`config.mk`:
```
export PLATFORM = sky130hd
export DESIGN_NAME = apb_req_master
export DESIGN_NICKNAME = d
export VERILOG_FILES = /design/src/rtl/apb_pkg.sv /design/src/rtl/apb_req_master.sv
export SDC_FILE = /design/constraint.sdc
export NUM_CORES = 1
export LEC_CHECK = 0
export CORE_ASPECT_RATIO = 0.6
export CORE_MARGIN = 5
export CORE_UTILIZATION = 36
export CTS_BUF_LIST = sky130_fd_sc_hd__clkbuf_4 sky130_fd_sc_hd__clkbuf_8
export CTS_CLUSTER_DIAMETER = 80
export DETAILED_ROUTE_END_ITERATION = 12
export PLACE_DENSITY = 0.83
export SLEW_MARGIN = 15
export SYNTH_ARGS = -nofsm -noshare
export SYNTH_HDL_FRONTEND = slang
export SYNTH_SLANG_ARGS = --single-unit
```
`constraint.sdc`:
```
create_clock -name HCLK -period 1.6 [get_ports HCLK]
set_input_delay 0.32 -clock HCLK [delete_from_list [all_inputs] [get_ports HCLK]]
set_output_delay 0.32 -clock HCLK [all_outputs]
set_load 0.03 [all_outputs]
```
`src/rtl/apb_pkg.sv`:
```
// Shared APB master types: transfer FSM states, request/response records,
// and the timeout counter width helper.
package apb_pkg;

  typedef enum logic [1:0] {
    IDLE   = 2'd0,
    SETUP  = 2'd1,
    ACCESS = 2'd2,
    RESP   = 2'd3
  } apb_state_e;

  localparam int APB_DATA_W     = 32;
  localparam int APB_MAX_ADDR_W = 32;

  typedef struct packed {
    logic                      write;
    logic [APB_MAX_ADDR_W-1:0] addr;
    logic [APB_DATA_W-1:0]     wdata;
  } apb_req_t;

  typedef struct packed {
    logic [APB_DATA_W-1:0] rdata;
    logic                  err;
    logic                  timeout;
  } apb_rsp_t;

  // Width of a counter that must reach n; never narrower than one bit.
  function automatic int cnt_width(input int n);
    return (n > 0) ? $clog2(n + 1) : 1;
  endfunction

endpackage

```
`src/rtl/apb_req_master.sv`:
```
// APB initiator: one valid/ready request becomes one APB transfer and one
// response. Handles wait states, PSLVERR and an optional PREADY timeout.
//
// Handshakes: a beat transfers on a rising HCLK edge where valid and ready
// are both high; valid, once raised, holds its payload until that edge.
module apb_req_master
  import apb_pkg::*;
#(
  parameter int APB_ADDR_WIDTH = 12,
  parameter int TIMEOUT_CYCLES = 0
) (
  input  logic                      HCLK,
  input  logic                      HRESETn,
  input  logic                      req_valid,
  output logic                      req_ready,
  input  logic                      req_write,
  input  logic [APB_ADDR_WIDTH-1:0] req_addr,
  input  logic [31:0]               req_wdata,
  output logic                      rsp_valid,
  input  logic                      rsp_ready,
  output logic [31:0]               rsp_rdata,
  output logic                      rsp_err,
  output logic                      rsp_timeout,
  output logic [APB_ADDR_WIDTH-1:0] PADDR,
  output logic [31:0]               PWDATA,
  output logic                      PWRITE,
  output logic                      PSEL,
  output logic                      PENABLE,
  input  logic [31:0]               PRDATA,
  input  logic                      PREADY,
  input  logic                      PSLVERR,
  output apb_state_e                dbg_state
);

  localparam int CNT_W = cnt_width(TIMEOUT_CYCLES);

  apb_state_e                state_q, state_d;
  logic [CNT_W-1:0]          cnt_q;
  logic [APB_ADDR_WIDTH-1:0] paddr_q;
  logic [31:0]               pwdata_q;
  logic                      pwrite_q;
  apb_rsp_t                  rsp_q;
  logic                      req_fire;
  logic                      done;
  logic                      timeout_hit;

  // In RESP a new request can only be taken together with the response.
  assign req_ready = (state_q == IDLE) || ((state_q == RESP) && rsp_ready);
  assign req_fire  = req_valid && req_ready;
  assign done      = (state_q == ACCESS) && PREADY;

  // Fires on the wait cycle whose increment would reach the limit;
  // a completion in the same cycle takes priority.
  assign timeout_hit = (TIMEOUT_CYCLES != 0) && (state_q == ACCESS) && !PREADY &&
                       (cnt_q == CNT_W'(TIMEOUT_CYCLES - 1));

  always_comb begin
    state_d = state_q;
    case (state_q)
      IDLE:    if (req_valid) state_d = SETUP;
      SETUP:   state_d = ACCESS;
      ACCESS:  if (PREADY || timeout_hit) state_d = RESP;
      RESP:    if (rsp_ready) state_d = req_valid ? SETUP : IDLE;
      default: state_d = IDLE;
    endcase
  end

  always_ff @(posedge HCLK or negedge HRESETn) begin
    if (!HRESETn) begin
      state_q  <= IDLE;
      cnt_q    <= '0;
      paddr_q  <= '0;
      pwdata_q <= '0;
      pwrite_q <= 1'b0;
      rsp_q    <= '0;
    end else begin
      state_q <= state_d;
      if (req_fire) begin
        paddr_q  <= req_addr;
        pwdata_q <= req_wdata;
        pwrite_q <= req_write;
        cnt_q    <= '0;
      end else if ((state_q == ACCESS) && !PREADY) begin
        cnt_q <= cnt_q + CNT_W'(1);
      end
      if (done) begin
        rsp_q.rdata   <= (!pwrite_q && !PSLVERR) ? PRDATA : 32'h0;
        rsp_q.err     <= PSLVERR;
        rsp_q.timeout <= 1'b0;
      end else if (timeout_hit) begin
        rsp_q.rdata   <= 32'h0;
        rsp_q.err     <= 1'b1;
        rsp_q.timeout <= 1'b1;
      end
    end
  end

  assign PSEL        = (state_q == SETUP) || (state_q == ACCESS);
  assign PENABLE     = (state_q == ACCESS);
  assign PADDR       = paddr_q;
  assign PWDATA      = pwdata_q;
  assign PWRITE      = pwrite_q;
  assign rsp_valid   = (state_q == RESP);
  assign rsp_rdata   = rsp_q.rdata;
  assign rsp_err     = rsp_q.err;
  assign rsp_timeout = rsp_q.timeout;
  assign dbg_state   = state_q;

endmodule

```
==> impl_results.md <==
- Critical path required time: 1840 ps
- Worst Setup Slack, final: -97.1 ps
- PD cells: 2060 nW/µm²
- CP arrival: 1940 ps
- Final ANT Viol Nets: 0
- Largest net degree at the start of global routing: 81
- Core area: 8390 µm²
- First-pass GRT wire length: 13500 µm
- Ys Warns: 0
- Reg2Reg Depth: 6
- R2r endpoint: PWDATA[31]$_DFFE_PN0P_
- Status: finished, violations left
- Slowest stage cell, crit path: dfrtp_2
- CTS Buf Count: 9
- Area share of the largest cell type after synthesis: 65.7%
- CTS tree: built
- Synth Instances: 190
- Crit path from: dbg_state[0]$_DFFE_PN0P_
- Ranking of synthesized cells by area: dfrtp_1, mux2_2, a22o_1
- CP bufs+invs: 2
- Worst Hold Depth: 1
- Post-DP HPWL: 6070 µm
- Final hold violation count: 0
- Netlist cell types: 21
- Total GRT Usage: 16.8%
- Max frequency: 589 MHz
- Synth Area per Inst: 16.0 µm²
- RSZ-0062 raised after global routing: yes
- Sequential element share of the synthesized area: 65.7%
- Clk slew on worst S/H paths: 80 ps
- Critical path depth: 6
- Max clock buf depth: 2
- CP endpoint kind: flop
- Drt initial violations: 112
- Setup CP Type: flop to flop
- Worst Hold Class: flop to flop
- R2R Setup Slk: -100 ps
- Total Wirelength: 9000 µm
- IO buf count: 166
- Mapped Nets: 278
- Number of global-route vias before repair: 2559
- Drt wl/cell: 18.1 µm
- Max-cap viol count: 0
- CP peak stage delay: 460 ps
- Cells along the critical path: ha_4 -> a21o_4 -> buf_12 -> nand2_8 -> buf_12 -> mux2_2
- Die Wd: 129 µm
- Min-Delay Endpoint: PADDR[4]$_DFFE_PN0P_
- Delay-heaviest family, CP: flip-flops
- Reg-to-reg startpoint: dbg_state[0]$_DFFE_PN0P_
- Die area: 10500 µm²
- Max FO, Critical Path: 13
- Die height: 81.3 µm
- Total grt overflow: 0
- Layout fillers: 670
- CTS Sinks: 80
- VDD IR max: 0.00105 V
- Residual DRC: 0
- Area Growth Syn to Fin: 78.0%
- Pins over their slew limit: 0
- Number of synthesized register bits: 80
- Fraction of layout cells with a size suffix above 1: 27.5%
- LEAKAGE: 2.66 nW
- Final Skew: 6.14 ps
- Synth area leader: dfrtp_1
- Drt first pass iters: 4
- Antenna violations before repair: 0
- Skew-Pair Late Insertion Delay: 350 ps
- Failing checks: setup timing
- Fin crit share: 106%
- GPL Wtd Cong: 0.781
- Initial Util: 36.3%
- IO Pins: 168
- Worst setup SP type: flop
- CTS root buffer: clkbuf_8
- Worst hold margin: 492 ps
- Nets: 468
- Final setup violation count: 48
- Synthesized area: 3050 µm²
- Antenna Cells: 0
- Crit path time final: 1700 ps
- Drt via density: 4.79
- Final Util: 64.6%
- Total number of vias: 2381
- CP most frequent cell: buf_12
- H-tree levels: 3
- Hold Crit Start: PADDR[4]$_DFFE_PN0P_
- Row count: 26
[cells in the mapped netlist (all sizes together)]
| cell | instances |
|---|---|
| a211oi | 1 |
| a21o | 1 |
| a22o | 32 |
| a2bb2oi | 1 |
| buf | 8 |
| clkbuf | 3 |
| conb | 1 |
| dfrtp | 80 |
| ha | 5 |
| inv | 2 |
| mux2 | 47 |
| nand2 | 2 |
| nor2 | 1 |
| nor2b | 3 |
| nor3 | 2 |
| nor4 | 1 |
[power breakdown]
part	switching (mW)	internal (mW)
clock network	0.767	0.624
registers	0.495	2.93
logic	3.43	2.94
total	4.69	6.50
[per-layer routing]
layer	track usage, %	share of wire [%]	routed length [µm]
met1	19.9	43	3840
met2	28.4	48	4320
met3	6.37	8.1	726
met4	5.66	1.2	111
met5	0	0	0
[how the worst max path moves through the flow]
stage,end
after floorplan,rsp_rdata[10]$_DFFE_PN0P_
after global placement,PADDR[10]$_DFFE_PN0P_
after detailed placement,PWDATA[20]$_DFFE_PN0P_
after CTS,PENABLE
after global routing,PWDATA[12]$_DFFE_PN0P_
final,PWDATA[31]$_DFFE_PN0P_
[cell usage in the layout (no fill, tap or decap), types with 4 or more instances in the layout]
cell type and n:
clkbuf_8 10, mux2_2 15, buf_6 4, clkdlybuf4s50_1 81, buf_12 9, buf_4 12
mux2_4 30, dlygate4sd2_1 78, dfrtp_1 78, a22o_1 32
[sequential cells by signal, indices dropped and copies added, names as in the netlist]
register and count:
rsp_rdata 32, PWDATA 32, PADDR 12, dbg_state 2, PWRITE 1, rsp_err 1
[repair_timing]
action | CTS | global route
setup buffers | 4 | 6
pin swaps | 2 | 4
endpoints found under the hold margin | 78 | 0
gates resized for setup | 113 | 28
cloned | 1 | 3
hold buffers | 1 | 0
endpoints found under the setup margin | 113 | 84
[final cells by class]
cell class                 count  area (µm²)  area share, %
clock buffer                  10         138           2.54
clock inverter                 6        51.3          0.946
inverter                       2        10.0          0.185
multi-input combinational     97        1170           21.5
sequential                    80        2000           37.0
tap                          112         140           2.58
timing repair buffer         190        1910           35.3
[cells by family (layout without fill, tap and decap cells)]
| kind of cell | count (synthesis) | in the layout | synth area share [%] |
|---|---|---|---|
| mux | 47 | 47 | 17.4 |
| simple gates | 9 | 9 | 1.93 |
| flops | 80 | 80 | 65.7 |
| fa+ha+maj | 5 | 5 | 2.05 |
| compound gates | 35 | 35 | 10.0 |
| other cells | 1 | 1 | 0.123 |
| buf+inv | 13 | 208 | 2.83 |
[metrics by stage]
stage	setup slack (ps)	TNS (ps)	cells	total power, mW	instance area [µm²]
floorplan	-71.3	-4830	190	6.92	3080
global route	-139	-4850	497	11.8	5420
CTS	-107	-5230	489	11.0	5230
finish	-97.1	-2810	497	11.2	5420
detailed placement	-138	-6500	467	9.67	4940
global placement	-112	-4590	467	9.54	4940
Note: power is estimated with default switching activity, not from simulation.
